===== src/rtl/mole_game_ctrl_pkg.sv =====
// Shared definitions for the whack-a-mole game sequencer: state encoding,
// hole count, LFSR feedback mask and a one-hot helper.
package mole_game_ctrl_pkg;

  // Encoding is shared with the time counter, display and scoring blocks.
  typedef enum logic [1:0] {
    ST_STANDBY = 2'd0,
    ST_POP     = 2'd1,
    ST_GAP     = 2'd2,
    ST_OVER    = 2'd3
  } game_state_e;

  localparam int HOLE_NUM = 10;

  // Right-shifting Galois form of x^8+x^6+x^5+x^4+1 (maximal length).
  localparam logic [7:0] LFSR_TAPS = 8'hB8;

  // One-hot LED pattern for a hole index.
  function automatic logic [HOLE_NUM-1:0] hole_onehot(input logic [3:0] idx);
    hole_onehot = HOLE_NUM'(1) << idx;
  endfunction

endpackage


===== src/rtl/mole_game_ctrl_hole_lfsr.sv =====
// Pseudo-random hole picker: free-running 8-bit Galois LFSR, mod-10 fold of
// the low nibble, and a bump to the next hole when the pick repeats.
module mole_game_ctrl_hole_lfsr
  import mole_game_ctrl_pkg::*;
#(
  parameter logic [7:0] SEED = 8'hA5
) (
  input  logic       clk,
  input  logic       rst_n,
  input  logic [3:0] prev_idx_i,
  output logic [3:0] idx_o,
  output logic [7:0] lfsr_o
);

  localparam logic [3:0] HOLES     = 4'(HOLE_NUM);
  localparam logic [3:0] LAST_HOLE = 4'(HOLE_NUM - 1);

  logic [7:0] lfsr_q;
  logic [7:0] lfsr_d;
  logic [3:0] raw;
  logic [3:0] folded;

  // Galois step: shift right, fold the tap mask in when a one drops out.
  always_comb begin
    lfsr_d = {1'b0, lfsr_q[7:1]};
    if (lfsr_q[0]) begin
      lfsr_d = lfsr_d ^ LFSR_TAPS;
    end
  end

  // LFSR advances every cycle so the sequence depends on player timing.
  always_ff @(posedge clk or negedge rst_n) begin
    if (!rst_n) begin
      lfsr_q <= SEED;
    end else begin
      lfsr_q <= lfsr_d;
    end
  end

  // Fold 0..15 onto 0..9, then avoid repeating the previous hole.
  always_comb begin
    raw    = lfsr_q[3:0];
    folded = (raw >= HOLES) ? (raw - HOLES) : raw;
    idx_o  = folded;
    if (folded == prev_idx_i) begin
      idx_o = (folded == LAST_HOLE) ? 4'd0 : (folded + 4'd1);
    end
  end

  assign lfsr_o = lfsr_q;

endmodule


===== src/rtl/mole_game_ctrl.sv =====
// Top-level whack-a-mole sequencer: game FSM, pop/gap phase counter, game
// timer, hit detection on button rising edges and saturating score.
module mole_game_ctrl
  import mole_game_ctrl_pkg::*;
#(
  parameter int         GAME_TICKS = 600,
  parameter int         POP_TICKS  = 8,
  parameter int         GAP_TICKS  = 4,
  parameter logic [7:0] LFSR_SEED  = 8'hA5
) (
  input  logic                clk,
  input  logic                rst_n,
  input  logic                tick,
  input  logic                start,
  input  logic [HOLE_NUM-1:0] hamster_op,
  output logic [1:0]          state,
  output logic [HOLE_NUM-1:0] hole_up,
  output logic [7:0]          score,
  output logic [9:0]          time_left,
  output logic                hit_pulse,
  output logic                miss_pulse
);

  localparam int PHASE_MAX = (POP_TICKS > GAP_TICKS) ? POP_TICKS : GAP_TICKS;
  localparam int PHASE_W   = $clog2(PHASE_MAX + 1);

  localparam logic [PHASE_W-1:0] PHASE_POP = PHASE_W'(POP_TICKS);
  localparam logic [PHASE_W-1:0] PHASE_GAP = PHASE_W'(GAP_TICKS);
  localparam logic [PHASE_W-1:0] PHASE_ONE = PHASE_W'(1);
  localparam logic [9:0]         TIME_FULL = 10'(GAME_TICKS);

  game_state_e         state_q,     state_d;
  logic [HOLE_NUM-1:0] hole_up_q,   hole_up_d;
  logic [7:0]          score_q,     score_d;
  logic [9:0]          time_left_q, time_left_d;
  logic                hit_q,       hit_d;
  logic                miss_q,      miss_d;
  logic [PHASE_W-1:0]  phase_q,     phase_d;
  logic [HOLE_NUM-1:0] op_q,        op_d;
  logic [3:0]          prev_idx_q,  prev_idx_d;

  logic [3:0] idx;
  logic [7:0] lfsr_unused;
  logic       hit;
  logic       in_play;

  mole_game_ctrl_hole_lfsr #(
    .SEED(LFSR_SEED)
  ) u_hole_lfsr (
    .clk       (clk),
    .rst_n     (rst_n),
    .prev_idx_i(prev_idx_q),
    .idx_o     (idx),
    .lfsr_o    (lfsr_unused)
  );

  // A hit is a fresh press on the hole that is currently raised.
  always_comb begin
    hit     = (state_q == ST_POP) && (|(hamster_op & ~op_q & hole_up_q));
    in_play = (state_q == ST_GAP) || (state_q == ST_POP);
  end

  // Next-state logic: phase transitions first, game-time expiry overrides.
  always_comb begin
    state_d     = state_q;
    hole_up_d   = hole_up_q;
    score_d     = score_q;
    time_left_d = time_left_q;
    hit_d       = 1'b0;
    miss_d      = 1'b0;
    phase_d     = phase_q;
    op_d        = hamster_op;
    prev_idx_d  = prev_idx_q;

    unique case (state_q)
      ST_STANDBY, ST_OVER: begin
        hole_up_d = '0;
        if (start) begin
          score_d     = 8'd0;
          time_left_d = TIME_FULL;
          phase_d     = PHASE_GAP;
          state_d     = ST_GAP;
        end
      end
      ST_GAP: begin
        hole_up_d = '0;
        if (tick) begin
          phase_d = phase_q - PHASE_ONE;
          if (phase_q == PHASE_ONE) begin
            hole_up_d  = hole_onehot(idx);
            prev_idx_d = idx;
            phase_d    = PHASE_POP;
            state_d    = ST_POP;
          end
        end
      end
      ST_POP: begin
        if (hit) begin
          score_d   = (score_q == 8'hFF) ? score_q : (score_q + 8'd1);
          hit_d     = 1'b1;
          hole_up_d = '0;
          phase_d   = PHASE_GAP;
          state_d   = ST_GAP;
        end else if (tick && (phase_q == PHASE_ONE)) begin
          miss_d    = 1'b1;
          hole_up_d = '0;
          phase_d   = PHASE_GAP;
          state_d   = ST_GAP;
        end else if (tick) begin
          phase_d = phase_q - PHASE_ONE;
        end
      end
      default: begin
        state_d = ST_STANDBY;
      end
    endcase

    // Running out of time ends the game regardless of the pop/gap outcome;
    // a simultaneous hit still counts but an expiring pop is not a miss.
    if (in_play && tick) begin
      if (time_left_q == 10'd1) begin
        time_left_d = 10'd0;
        hole_up_d   = '0;
        miss_d      = 1'b0;
        state_d     = ST_OVER;
      end else begin
        time_left_d = time_left_q - 10'd1;
      end
    end
  end

  // State and output registers.
  always_ff @(posedge clk or negedge rst_n) begin
    if (!rst_n) begin
      state_q     <= ST_STANDBY;
      hole_up_q   <= '0;
      score_q     <= 8'd0;
      time_left_q <= TIME_FULL;
      hit_q       <= 1'b0;
      miss_q      <= 1'b0;
      phase_q     <= '0;
      op_q        <= '0;
      prev_idx_q  <= 4'd0;
    end else begin
      state_q     <= state_d;
      hole_up_q   <= hole_up_d;
      score_q     <= score_d;
      time_left_q <= time_left_d;
      hit_q       <= hit_d;
      miss_q      <= miss_d;
      phase_q     <= phase_d;
      op_q        <= op_d;
      prev_idx_q  <= prev_idx_d;
    end
  end

  assign state      = state_q;
  assign hole_up    = hole_up_q;
  assign score      = score_q;
  assign time_left  = time_left_q;
  assign hit_pulse  = hit_q;
  assign miss_pulse = miss_q;

endmodule

===== config.mk =====
export PLATFORM = sky130hd
export DESIGN_NAME = mole_game_ctrl
export DESIGN_NICKNAME = d
export VERILOG_FILES = /design/src/rtl/mole_game_ctrl_pkg.sv /design/src/rtl/mole_game_ctrl_hole_lfsr.sv /design/src/rtl/mole_game_ctrl.sv
export SDC_FILE = /design/constraint.sdc
export NUM_CORES = 1
export LEC_CHECK = 0
export ABC_AREA = 1
export CORE_UTILIZATION = 54
export DETAILED_ROUTE_END_ITERATION = 12
export PLACE_DENSITY = 0.8
export REMOVE_ABC_BUFFERS = 1
export SYNTH_ARGS = -nofsm -noshare
export SYNTH_HDL_FRONTEND = slang
export SYNTH_SLANG_ARGS = --single-unit
export TNS_END_PERCENT = 10

===== constraint.sdc =====
create_clock -name clk -period 2.8 [get_ports clk]
set_input_delay 0.42 -clock clk [delete_from_list [all_inputs] [get_ports clk]]
set_output_delay 0.42 -clock clk [all_outputs]
set_load 0.05 [all_outputs]

== After elaboration in Yosys (flattened, before gate mapping) ==
Index checks and enable logic that the tools add are counted.
Cells by class
  shift operators: 1
  eq/ne operators: 13
  reductions and logical operators: 14
  $add $sub $neg: 5
  bitwise gates (word level): 4
  magnitude comparators: 1
  multiplexer cells: 41
Operator list (number)
  $mux W10: 10
  $mux W4: 9
  $mux W8: 4
  $pmux W10 S3: 1
  $and A10 B10 Y10: 2
  $pmux W8 S2: 1
  $mux W2: 7
  $pmux W4 S3: 1
  $eq A10 B1 Y1 const B: 1
  $not A10 Y10: 1
  $reduce_or A10 Y1: 1
  $shl A1 B4 Y10 const A: 1
  $sub A10 B1 Y10 const B: 1
  $add A8 B1 Y8 const B: 1
  $eq A8 B8 Y1 const B: 1
  $ne A2 B2 Y1 const B: 4
  $mux W1: 7
  $pmux W2 S3: 1
  $reduce_and A3 Y1: 2
  $reduce_bool A2 Y1: 3
  $add A4 B1 Y4 const B: 1
  $eq A2 B2 Y1 const B: 2
  $eq A4 B1 Y1 const B: 1
  $eq A4 B4 Y1: 1
  13 further kinds: 15
Storage, ports and cells
  register bits: 58
  logic and storage cells: 89
  input bits: 14
  output and inout port bits: 32

== Logic depth before layout (Yosys ltp) ==
  word-level depth: 11
  mapped depth: 14
  gate-level depth less buffers: 14

== By module ==
From an unflattened synthesis, not the netlist that was laid out.
Second synthesis, totals
  cell total of the unflattened synthesis: 398
  area total of the unflattened synthesis: 3214.3 um2
By module, submodules not included
  mole_game_ctrl: area an instance 2630.0 um2, times used 1, cells each 323, sequential area each 1256.2 um2
  mole_game_ctrl_hole_lfsr: area an instance 584.3 um2, times used 1, cells each 75, sequential area each 205.2 um2

== Least setup slack after synthesis ==
Ideal clock, no wire load.
  path kind: register to register
  from: register state_q[0], in the netlist state[0]
  to: register score_q[2], in the netlist score[2]
  setup slack: 0.468 ns
  stages on the path, launching flop included: 11
  library setup time: 0.124 ns
  data arrival time: 2.208 ns
  required time: 2.676 ns
  path buffers: 0
  clock period less this slack: 2.332 ns
  cells stage by stage: dfrtp_1 -> inv_1 -> ha_1 -> inv_1 -> nor2_1 -> inv_1 -> o221ai_1 -> nor2_1 -> clkinv_1 -> a21oi_1 -> a21oi_1
Between the ends
  longest elaborated chain between the ends: 4
  elaborated cells between the ends (all ways): 11
  classes of those cells: eq/ne: 5; mux: 1; reduce/logical: 5
RTL lines
  start: declaration: line mole_game_ctrl.sv:32  | game_state_e state_q, state_d;
  start signal: assignment: line mole_game_ctrl.sv:145  | state_q <= state_d;
  $eq A2 B2 Y1, or another cell as far along: line mole_game_ctrl.sv:75  | unique case (state_q)
  $reduce_or A2 Y1 or $logic_and A1 B1 Y1 (tied branches): line mole_game_ctrl.sv:75, mole_game_ctrl.sv:59
  $ne A2 B2 Y1 (no line) or $reduce_bool A2 Y1 (tied branches)
  $reduce_and A4 Y1 (no line)
  end signal: assignment: line mole_game_ctrl.sv:147  | score_q <= score_d;
  end: declaration: line mole_game_ctrl.sv:34  | logic [7:0] score_q, score_d;
Parallel ways exist; a longest one is shown, timed or not.
A chain may end at the register's enable or synchronous reset.

== Worst setup path after layout ==
Ends and elaborated chain as after synthesis.

==> results by group <==
Synth
  • Post-Synthesis Cells: 377
  • Post-synth design cell area: 0.00308 mm²
  • Number of synthesized flops with an enable pin: 0
  • Sequential share of the synthesized area: 0.474
  • FF+latch count, synth: 58
  • Avg Synthesized Cell Area: 8.18 µm²
  • Predominant post-synthesis flop cell: dfrtp_1
  • Unique masters post-synth: 33
  • FFs w/ async S/R, synth: 1.00
  • Ys Warns: 0

Setup path
  • Critical path's slowest cell: dfrtp_1
  • CP Data Arrival Time: 2.66 ns
  • CP endpoint kind: flip-flop
  • CP max stage delay: 0.42 ns
  • Top Family by Delay on Critical Path: buffers and inverters
  • Worst Path Buf+Inv: 4
  • Critical path class: reg2reg
  • Req. time, crit path: 3.02 ns
  • Critical path, cell by cell: inv_1 > ha_1 > inv_1 > nor2_1 > inv_1 > o221ai_1 > nor2_1 > clkinv_1 > a21oi_1 > a21oi_1
  • Most used cell along the critical path: inv_1
  • Worst setup SP type: flip-flop
  • Critical Path Fanout Max: 9

Power and ir drop
  • Psw: 1.31 mW
  • Combinational cell fraction of total power: 0.414
  • PD cells: 827 mW/mm²
  • Pleak: 1.81 nW
  • Clk pwr share: 0.243
  • Seq pwr share: 0.343
  • Cell Int Power: 1.86 mW
  • Sw Share: 0.413
  • Maximum VDD drop: 0.000652 V

STA
  • Fmax: 410 MHz
  • Slew @ Worst Pin: 0.674 ns
  • Relative slew slack: 0.546
  • Fin. Hold Viols: 0
  • Max-slew violation count: 0
  • Setup Viol. Count Final: 0
  • Setup tns final: 0 ns
  • RSZ-0062 raised after global routing: no
  • Final Skew: 0.00987 ns
  • Fin crit share: 0.872
  • Final Critical Period: 2.44 ns

Die
  • Die Y: 77.6 µm
  • Die area: 0.00602 mm²
  • Die Width: 77.6 µm
  • I/O Pins: 46
  • Initial core utilization: 0.560
  • Placeable core area: 0.00551 mm²
  • Row count: 27

Detailed routing
  • Drt first pass iters: 5
  • 1st-iter DRT viols: 226
  • Vias: 2685
  • Via-per-instance ratio: 5.28
  • Antenna-violating nets left: 0
  • WL final: 6530 µm
  • DRC viols: 0
  • Avg WL per Cell: 12.8 µm

Placed design
  • Dpl cells: 493
  • GP Congestion: 0.857
  • Port-buffer cells: 45
  • Post-DP HPWL: 4840 µm

Global routing
  • Most crowded layer after global routing: met2
  • Largest net degree at the start of global routing: 33
  • Initial antenna violation count: 0
  • Met2 usage: 0.399
  • Met1 Resource Use GR: 0.319
  • M3 GR Usage: 0.0341
  • Gr ovfl total: 0
  • Vias in the first global route: 2580
  • First-pass GRT wire length: 11500 µm
  • Global-route usage over all layers: 0.243

Layout
  • Post-layout util: 0.696
  • Most frequent cells in the layout: nand2_1 (87), inv_1 (54), dfrtp_1 (50)
  • Most common cell after layout, fill and taps aside: nand2_1
  • Antenna diodes: 0
  • Layout cells sized above 1: 0.103
  • Final std cells w/o fill: 509
  • P&R area growth vs syn: 24.3%
  • Final #Nets: 454
  • Filler cells: 438

Flow run
  • Max Cap Violations: 0

Clocking
  • Clock Latency Late Sink: 0.33 ns
  • Clk buf depth: 2
  • Clock root cell: clkbuf_8
  • Clock sink count: 58
  • Hold Buf Count CTS: 0
  • Cts repair resizes: 0
  • TritonCTS clock tree: yes
  • Post-CTS setup buffers: 0
  • Htree depth: 3
  • Clock transition at path regs: 0.06 ns
  • CTS buffer count: 9

Min path
  • HP Class: in2async

Status
  • Outcome: completed
[metal layers]
metal / routed length, µm / share of wire / vias up
met2: 3060 / 0.47 / 83
met4: 138 / 0.021 / 0
met3: 309 / 0.047 / 14
li1: - / - / 1342
met1: 3020 / 0.46 / 1246
met5: 0 / 0 / -
[power by group through the flow]
stage	registers, mW	logic [mW]	clock network, mW
global route	1.10	1.44	0.818
floorplan	1.30	0.737	0
CTS	1.08	1.31	0.785
finish	1.09	1.31	0.770
detailed placement	1.10	1.30	0
global placement	1.09	1.28	0
[kinds of logic (layout without fill, tap and decap cells)]
group | Yosys count | in the layout | synth area share
AO/OA/AOI/OAI | 57 | 57 | 0.105
XOR/XNOR | 13 | 13 | 0.0369
adder cells (fa/ha/maj) | 8 | 8 | 0.0325
buffers and inverters | 58 | 118 | 0.0710
flip-flops | 58 | 58 | 0.474
AND/OR/NAND/NOR | 183 | 183 | 0.280
[synthesized netlist by cell type (2+ instances only)]
| master | count | area share |
|---|---|---|
| nor2_2 | 3 | 0.0061 |
| nor3_1 | 5 | 0.0081 |
| nor2_1 | 29 | 0.035 |
| o22ai_1 | 5 | 0.010 |
| nand2_4 | 3 | 0.011 |
| dfstp_2 | 8 | 0.068 |
| nand3_4 | 2 | 0.011 |
| nand2_1 | 87 | 0.11 |
| xnor2_1 | 2 | 0.0057 |
| clkbuf_1 | 2 | 0.0024 |
| dfrtp_1 | 50 | 0.41 |
| nand3b_1 | 4 | 0.0097 |
| nor2_4 | 2 | 0.0073 |
| nand2_2 | 8 | 0.016 |
| inv_1 | 54 | 0.066 |
| nand4_1 | 9 | 0.018 |
| o21ai_0 | 24 | 0.039 |
| o211ai_1 | 2 | 0.0049 |
| o31ai_1 | 4 | 0.0097 |
| xor2_1 | 11 | 0.031 |
| a21oi_1 | 16 | 0.026 |
| ha_1 | 8 | 0.032 |
| nand3_1 | 29 | 0.047 |
[final timing paths]
check	start	end	slack (ns)	depth (start not counted)
setup / recovery	state[0]$_DFF_PN0_	score[2]$_DFFE_PN0P_	0.36	10
hold / removal	rst_n	op_q[5]$_DFF_PN0_	0.1	1
setup reg to reg	state[0]$_DFF_PN0_	score[2]$_DFFE_PN0P_	0.36	10
hold reg to reg	u_hole_lfsr.lfsr_o[7]$_DFF_PN1_	u_hole_lfsr.lfsr_o[6]$_DFF_PN0_	0.39	0
max in group asynchronous	rst_n	time_left[9]$_DFFE_PN1P_	2.04	2
min in group clk	u_hole_lfsr.lfsr_o[7]$_DFF_PN1_	u_hole_lfsr.lfsr_o[6]$_DFF_PN0_	0.39	0
[registers in the layout, indices dropped and copies added (netlist names)]
signal,count
hit_pulse,1
hole_up,10
phase_q,4
prev_idx_q,4
op_q,10
state,2
u_hole_lfsr.lfsr_o,8
score,8
time_left,10
miss_pulse,1
[layout make-up]
cell class / count / area [µm²] / share of cell area
sequential: 58 / 1460 / 0.381
multi-input combinational: 261 / 1400 / 0.366
timing repair buffer: 47 / 473 / 0.123
inverter: 55 / 206 / 0.0539
clock buffer: 13 / 159 / 0.0415
tap: 72 / 90.1 / 0.0235
clock inverter: 3 / 40.0 / 0.0104
[per-stage QoR]
stage                     hold slack (ns)  instance area (µm²)  setup slack, ns  total power, mW
final                              0.0957                 3830            0.360             3.17
after global routing                0.142                 3830            0.111             3.37
after CTS                           0.108                 3830            0.403             3.18
after detailed placement            0.381                 3630            0.401             2.40
after global placement              0.381                 3630            0.448             2.37
after floorplan                     0.124                 3070            0.468             2.04
[worst register-to-register path, cell delays in order (launching register included)]
cell      delay, ns
dfrtp_1        0.42
inv_1          0.06
ha_1           0.38
inv_1          0.16
nor2_1         0.09
inv_1          0.10
o221ai_1       0.11
nor2_1         0.39
clkinv_1       0.36
a21oi_1        0.20
a21oi_1        0.06
Power figures use the tool's default switching activity.
